`src/rtl/cacheline_adaptor_if.sv`:
```
// Bundle of the cache-side line interface and the memory-side burst interface.
// The slave modport is the adaptor's view; master is the environment's view.
interface cacheline_adaptor_if;
  logic         line_read;
  logic         line_write;
  logic [31:0]  line_address;
  logic [255:0] line_wdata;
  logic [255:0] line_rdata;
  logic         line_resp;
  logic         burst_read;
  logic         burst_write;
  logic [31:0]  burst_address;
  logic [63:0]  burst_wdata;
  logic [63:0]  burst_rdata;
  logic         burst_resp;

  modport master (
    output line_read, line_write, line_address, line_wdata, burst_rdata, burst_resp,
    input  line_rdata, line_resp, burst_read, burst_write, burst_address, burst_wdata
  );

  modport slave (
    input  line_read, line_write, line_address, line_wdata, burst_rdata, burst_resp,
    output line_rdata, line_resp, burst_read, burst_write, burst_address, burst_wdata
  );
endinterface

```
`src/rtl/cacheline_adaptor.sv`:
```
// Converts 256-bit cacheline reads/writes into 4-beat 64-bit memory bursts.
// Define CACHELINE_ADAPTOR_FAST_RESP_EN to respond in the last-beat cycle and skip DONE.
module cacheline_adaptor (
  input  logic                 clk,
  input  logic                 rst,
  cacheline_adaptor_if.slave   bus_io
);

  typedef enum logic [1:0] {StIdle, StRead, StWrite, StDone} state_e;

`ifdef CACHELINE_ADAPTOR_FAST_RESP_EN
  localparam state_e RespState = StIdle;
`else
  localparam state_e RespState = StDone;
`endif

  state_e       state_q, state_d;
  logic [1:0]   beat_q, beat_d;
  logic [31:0]  addr_q, addr_d;
  logic [255:0] wline_q, wline_d;
  logic [191:0] fill_q, fill_d;   // beats 0..2 of a read in flight
  logic [255:0] rdata_q, rdata_d; // last completed read line
  logic         last_beat;

  always_comb begin
    state_d   = state_q;
    beat_d    = beat_q;
    addr_d    = addr_q;
    wline_d   = wline_q;
    fill_d    = fill_q;
    rdata_d   = rdata_q;
    last_beat = 1'b0;

    unique case (state_q)
      StIdle: begin
        if (bus_io.line_read || bus_io.line_write) begin
          addr_d  = {bus_io.line_address[31:5], 5'b0};
          beat_d  = 2'd0;
          state_d = bus_io.line_read ? StRead : StWrite;
        end
        if (!bus_io.line_read && bus_io.line_write) begin
          wline_d = bus_io.line_wdata;
        end
      end
      StRead: begin
        if (bus_io.burst_resp) begin
          beat_d = beat_q + 2'd1;
          unique case (beat_q)
            2'd0: fill_d[63:0]    = bus_io.burst_rdata;
            2'd1: fill_d[127:64]  = bus_io.burst_rdata;
            2'd2: fill_d[191:128] = bus_io.burst_rdata;
            2'd3: begin
              last_beat = 1'b1;
              rdata_d   = {bus_io.burst_rdata, fill_q};
            end
          endcase
        end
      end
      StWrite: begin
        if (bus_io.burst_resp) begin
          beat_d    = beat_q + 2'd1;
          last_beat = (beat_q == 2'd3);
        end
      end
      StDone: state_d = StIdle;
    endcase

    if (last_beat) begin
      state_d = RespState;
    end
  end

  always_ff @(posedge clk) begin
    if (rst) begin
      state_q <= StIdle;
      beat_q  <= 2'd0;
      addr_q  <= '0;
      wline_q <= '0;
      fill_q  <= '0;
      rdata_q <= '0;
    end else begin
      state_q <= state_d;
      beat_q  <= beat_d;
      addr_q  <= addr_d;
      wline_q <= wline_d;
      fill_q  <= fill_d;
      rdata_q <= rdata_d;
    end
  end

  assign bus_io.burst_read    = (state_q == StRead);
  assign bus_io.burst_write   = (state_q == StWrite);
  assign bus_io.burst_address = addr_q;
  assign bus_io.burst_wdata   = wline_q[{beat_q, 6'd0} +: 64];

`ifdef CACHELINE_ADAPTOR_FAST_RESP_EN
  assign bus_io.line_resp  = last_beat;
  // rdata_d carries the live last beat in the completing cycle, rdata_q otherwise.
  assign bus_io.line_rdata = rdata_d;
`else
  assign bus_io.line_resp  = (state_q == StDone);
  assign bus_io.line_rdata = rdata_q;
`endif

endmodule

```
`src/flat_wrapper.sv`:
```
// flat-port wrapper written by rule: the top's interface ports become plain ports
module cacheline_adaptor_flat 
  (clk, rst, bus_io_line_read, bus_io_line_write, bus_io_line_address, bus_io_line_wdata, bus_io_burst_rdata, bus_io_burst_resp, bus_io_line_rdata, bus_io_line_resp, bus_io_burst_read, bus_io_burst_write, bus_io_burst_address, bus_io_burst_wdata);
  cacheline_adaptor_if bus_io_i ();
  input  logic clk;
  input  logic rst;
  input wire logic [$bits(bus_io_i.line_read)-1:0] bus_io_line_read;
  input wire logic [$bits(bus_io_i.line_write)-1:0] bus_io_line_write;
  input wire logic [$bits(bus_io_i.line_address)-1:0] bus_io_line_address;
  input wire logic [$bits(bus_io_i.line_wdata)-1:0] bus_io_line_wdata;
  input wire logic [$bits(bus_io_i.burst_rdata)-1:0] bus_io_burst_rdata;
  input wire logic [$bits(bus_io_i.burst_resp)-1:0] bus_io_burst_resp;
  output wire logic [$bits(bus_io_i.line_rdata)-1:0] bus_io_line_rdata;
  output wire logic [$bits(bus_io_i.line_resp)-1:0] bus_io_line_resp;
  output wire logic [$bits(bus_io_i.burst_read)-1:0] bus_io_burst_read;
  output wire logic [$bits(bus_io_i.burst_write)-1:0] bus_io_burst_write;
  output wire logic [$bits(bus_io_i.burst_address)-1:0] bus_io_burst_address;
  output wire logic [$bits(bus_io_i.burst_wdata)-1:0] bus_io_burst_wdata;
  assign bus_io_i.line_read = bus_io_line_read;
  assign bus_io_i.line_write = bus_io_line_write;
  assign bus_io_i.line_address = bus_io_line_address;
  assign bus_io_i.line_wdata = bus_io_line_wdata;
  assign bus_io_i.burst_rdata = bus_io_burst_rdata;
  assign bus_io_i.burst_resp = bus_io_burst_resp;
  assign bus_io_line_rdata = bus_io_i.line_rdata;
  assign bus_io_line_resp = bus_io_i.line_resp;
  assign bus_io_burst_read = bus_io_i.burst_read;
  assign bus_io_burst_write = bus_io_i.burst_write;
  assign bus_io_burst_address = bus_io_i.burst_address;
  assign bus_io_burst_wdata = bus_io_i.burst_wdata;
  cacheline_adaptor u_core (.clk(clk), .rst(rst), .bus_io(bus_io_i));
endmodule
```
`config.mk`:
```
export PLATFORM = sky130hd
export DESIGN_NAME = cacheline_adaptor_flat
export DESIGN_NICKNAME = d
export VERILOG_FILES = /design/src/rtl/cacheline_adaptor_if.sv /design/src/rtl/cacheline_adaptor.sv /design/src/flat_wrapper.sv
export SDC_FILE = /design/constraint.sdc
export NUM_CORES = 2
export LEC_CHECK = 0
export ABC_AREA = 1
export CELL_PAD_IN_SITES_DETAIL_PLACEMENT = 1
export CELL_PAD_IN_SITES_GLOBAL_PLACEMENT = 2
export CORE_MARGIN = 1.5
export CORE_UTILIZATION = 27
export DETAILED_ROUTE_END_ITERATION = 6
export GPL_TIMING_DRIVEN = 0
export PLACE_DENSITY = 0.77
export SLEW_MARGIN = 20
export SYNTH_ARGS = -nofsm -noshare
export SYNTH_HDL_FRONTEND = slang
export SYNTH_SLANG_ARGS = --single-unit
export TNS_END_PERCENT = 20
```
`constraint.sdc`:
```
create_clock -name clk -period 2.45 [get_ports clk]
set_clock_uncertainty 0.05 [all_clocks]
set_input_delay 0.49 -clock clk [delete_from_list [all_inputs] [get_ports clk]]
set_output_delay 0.49 -clock clk [all_outputs]
set_load 0.1 [all_outputs]
```
==> results.md <==
Placement:
- The count of placed standard cells including taps is around 5700.
- The routability-driven placement congestion ratio is around 0.86.
- The count of buffers inserted at the top-level ports is between 700 and 800.
- The HPWL reported at the end of detailed placement is approximately 100 mm.
- The setup slack at placement is -1.60 ns.

Run status:
- The final reports fail on negative setup slack.
- The run finished, with violations left.

Timing:
- The final hold violation count is 0.
- The final count of negative-setup-slack endpoints is 68.
- The final critical path time including I/O delays and setup is around 2.7 ns.
- The total negative slack for setup checks is -13.09 ns.
- At the pin with the least slew margin, the transition time is between 1 and 1.5 ns.
- Setup repair after global routing could not meet its margin everywhere.
- The setup slack of the critical path after layout is -0.267 ns.
- Of the available clock period, the critical path in the final layout requires 1.11.
- The normalized max-slew margin is 0.319.
- The max-slew violation count was 0.
- The upper clock frequency limit is about 370 MHz.

Routing:
- The number of DRC markers after the initial detailed-route iteration is around 1300.
- The pre-antenna-repair detailed-routing pass consisted of 5 iterations.
- The routed layout has roughly 27000 vias.
- The detailed-route vias per instance is ~4.7.
- For this block, the routed nets add up to around 130 mm of wire.
- The post-detailed-route count of antenna-violating nets is 0.
- Dividing the detail-routed wire length by the instance count gives 23.1 um.
- After detailed routing, the number of remaining DRC violations is 0.

Logic synthesis:
- The share of synthesized area occupied by flip-flops and latches is 0.535.
- The synthesized cell area is between 20000 and 30000 sq um.
- The post-synthesis instance total is 3589.
- The number of warnings reported in the yosys synthesis log is 0.
- Counting flops and latches in the post-synthesis netlist gives 735.
- The number of different library cells used by synthesis comes to 22.
- Each instance of the synthesized netlist takes up on average about 7.7 sq um.

Floorplanning:
- The initial utilization of the core area, before any placement, comes to 0.273.
- For this design the top-level I/O count stands at 712.
- The die covers between 100000 and 150000 sq um.
- The die boundary height is 322 um.
- After floorplanning, the core was sized to cover approximately 100000 sq um.
- The die is approximately 320 um wide.
- The initialized floorplan defines 116 standard-cell rows.

Global route:
- In this run the most used layer during global routing was met2.
- The met1 usage is 0.282.
- The pin count of the biggest net entering global routing is 14.
- In the global route stage, met3 resource usage came out at 0.0641.
- The number of global-route vias before repair is ~28000.
- The total track usage is 0.252.
- The met2 track utilization from global routing is 0.455.
- The global-route congestion overflow total is 0.
- The wire length of the first global-routing pass is 190 mm.
- The initial antenna violation count is 24.

Critical path:
- The cell that appears most often on the critical path is sky130_fd_sc_hd__buf_12.
- The nature of the critical path startpoint is a register.
- At the worst endpoint, the arrival time is around 2.2 ns.
- The slowest stage of the critical path is the sky130_fd_sc_hd__dfxtp_4 cell.
- By startpoint and endpoint, the worst setup path is classified as register to output pin.
- Of all nets on the critical path, the largest fanout is 8.
- The endpoint class of the critical path is an output pin.
- The delay of the slowest cell on the worst path is about 0.38 ns.
- Grouping stages by cell kind, the critical path spends the most delay in buffers and inverters.
- Walking the worst path, the cells encountered are buf_8 > clkinv_8 > buf_16 > buf_12 > nor2_2 > o22ai_2 > buf_12.
- The number of buffers and inverters on the critical path is 5.
- The critical path data required time is between 1.5 and 2 ns.

Clocking:
- The number of clock sinks is 735.
- The clock reaches the later pin of the worst-skew pair after a little under 0.7 ns.
- Buffers inserted to repair hold after CTS numbered 0.
- The clock transition at the registers of the reported paths is about 0.060 ns.
- The CTS tree is built.
- The root cell of the clock tree is sky130_fd_sc_hd__clkbuf_16.
- The maximum clock insertion buffer count is 3.
- In this run the number of H-tree levels came out at 3.
- In this run, CTS created clock tree buffers numbering 84.

Pwr:
- The overall power after layout is roughly 0.047 W.
- The worst supply voltage drop on vdd is approximately 1.4 mV.
- The total power density per cell area is approximately 1100 nW/um^2.
- In this run the static leakage power is 16.7 nW.

Job:
- Across the run, the number of max-cap violations was 0.

Worst hold path:
- In this run the worst hold path is classified as register to register.

Final layout:
- For this run, the share of the core covered by cells in the final layout is 0.408.
- From synthesis to final layout, the design area changed by 49.3%.
- The final non-filler cell total is roughly 5800.
- The net count of the finished layout is ~4800.
- In the final layout, the share of cells above drive strength 1 is 0.144.
- The number of fill cells is around 12000.
flip-flops by register name, indices dropped and copies added (netlist names):
register,count
u_core.beat_q,2
u_core.bus_io.burst_address,27
u_core.bus_io.line_rdata,256
u_core.fill_q,192
u_core.state_q,2
u_core.wline_q,256
worst reg2reg max path, stage by stage (launching register included):
cell                       delay, ns
sky130_fd_sc_hd__dfxtp_4        0.40
sky130_fd_sc_hd__buf_8          0.16
sky130_fd_sc_hd__clkinv_8       0.09
sky130_fd_sc_hd__buf_12         0.15
sky130_fd_sc_hd__buf_12         0.12
sky130_fd_sc_hd__buf_16         0.13
sky130_fd_sc_hd__ha_1           0.19
sky130_fd_sc_hd__nand3_1        0.09
sky130_fd_sc_hd__clkbuf_2       0.35
sky130_fd_sc_hd__clkbuf_1       0.44
sky130_fd_sc_hd__a21oi_1        0.15
final timing paths:
path                                        start                     end  slack (ns)  cells after the start
worst max-delay path             u_core.beat_q[0]  bus_io_burst_wdata[34]       -0.27                      7
worst min-delay path            u_core.fill_q[79]       u_core.fill_q[79]        0.39                      2
worst max register to register   u_core.beat_q[0]       u_core.fill_q[61]       -0.03                     10
worst min register to register  u_core.fill_q[79]       u_core.fill_q[79]        0.39                      2
final cells by class:
cell class | count | area, sq um | share of cell area
sequential | 735 | 14700 | 0.359
multi-input combinational | 2111 | 10700 | 0.260
timing repair buffer | 726 | 7580 | 0.185
clock buffer | 126 | 2460 | 0.0599
buffer | 286 | 1820 | 0.0444
inverter | 461 | 1740 | 0.0424
tap | 1357 | 1700 | 0.0413
clock inverter | 27 | 350 | 0.00853
antenna | 5 | 12.5 | 0.000305
what timing repair did:
item / in CTS / in global routing
setup buffers: 6 / 8
endpoints found under the setup margin: 535 / 419
pin swaps: 44 / 37
gates cloned: 8 / 3
resized for setup: 1062 / 552
cells by family after synthesis:
family	Yosys count	share of synthesized area
other	1	0.000136
AOI/OAI and AO/OA	1376	0.253
and+or+nand+nor	722	0.0995
DFF	735	0.535
adders and majority gates	8	0.00364
buffers and inverters	747	0.108
stage by stage:
stage | area, sq um | hold WS, ns
2_1_floorplan | 27600 | 0.370
3_3_place_gp | 36300 | 0.379
3_5_place_dp | 36300 | 0.384
4_1_cts | 40500 | 0.349
5_1_grt | 41100 | 0.390
6_report | 41100 | 0.390
layout by cell type, fill, tap and decap left out, types with 4 or more instances in the layout:
master	Yosys	routed
sky130_fd_sc_hd__a21oi_1	450	450
sky130_fd_sc_hd__buf_12	0	73
sky130_fd_sc_hd__buf_16	0	6
sky130_fd_sc_hd__buf_2	78	74
sky130_fd_sc_hd__buf_4	11	29
sky130_fd_sc_hd__buf_6	4	13
sky130_fd_sc_hd__buf_8	0	5
sky130_fd_sc_hd__clkbuf_1	188	168
sky130_fd_sc_hd__clkbuf_16	0	99
sky130_fd_sc_hd__clkbuf_2	1	143
sky130_fd_sc_hd__clkbuf_4	0	4
sky130_fd_sc_hd__clkbuf_8	0	24
sky130_fd_sc_hd__clkdlybuf4s15_1	0	51
sky130_fd_sc_hd__clkdlybuf4s15_2	0	9
sky130_fd_sc_hd__clkdlybuf4s50_1	0	351
sky130_fd_sc_hd__clkinv_2	0	13
sky130_fd_sc_hd__conb_1	1	5
sky130_fd_sc_hd__dfxtp_1	735	733
sky130_fd_sc_hd__diode_2	0	5
sky130_fd_sc_hd__dlymetal6s2s_1	0	89
sky130_fd_sc_hd__ha_1	8	8
sky130_fd_sc_hd__inv_1	457	456
sky130_fd_sc_hd__nand2_1	12	12
sky130_fd_sc_hd__nand3_1	6	6
sky130_fd_sc_hd__nor2_1	702	661
sky130_fd_sc_hd__nor2_2	0	22
sky130_fd_sc_hd__nor2_4	0	19
sky130_fd_sc_hd__o21ai_0	854	778
sky130_fd_sc_hd__o21ai_1	7	55
sky130_fd_sc_hd__o21ai_2	1	22
sky130_fd_sc_hd__o21ai_4	0	7
sky130_fd_sc_hd__o22ai_1	64	4
sky130_fd_sc_hd__o22ai_2	0	44
sky130_fd_sc_hd__o22ai_4	0	16
metal layers:
layer	vias up	share of wire
met5	-	0.0016
met4	34	0.042
met3	265	0.067
met2	787	0.50
met1	13100	0.39
li1	13300	-
power by group:
group          switching [W]  internal [W]  total, W
registers           0.000850        0.0135    0.0143
clock network        0.00557       0.00735    0.0129
logic                 0.0131       0.00625    0.0194
total                 0.0196        0.0271    0.0466
cell usage after synthesis, drive strengths merged:
cell    number  area, sq um
nand2       12         45.0
ha           8          100
clkinv       1         3.75
a21oi      450         2250
nor2       702         2640
conb         1         3.75
dfxtp      735        14700
o21ai      862         4320
o22ai       64          400
clkbuf     189          711
inv        460         1730
nand3        8         57.6
buf         97          533
Note: power is estimated with default switching activity, not from simulation.
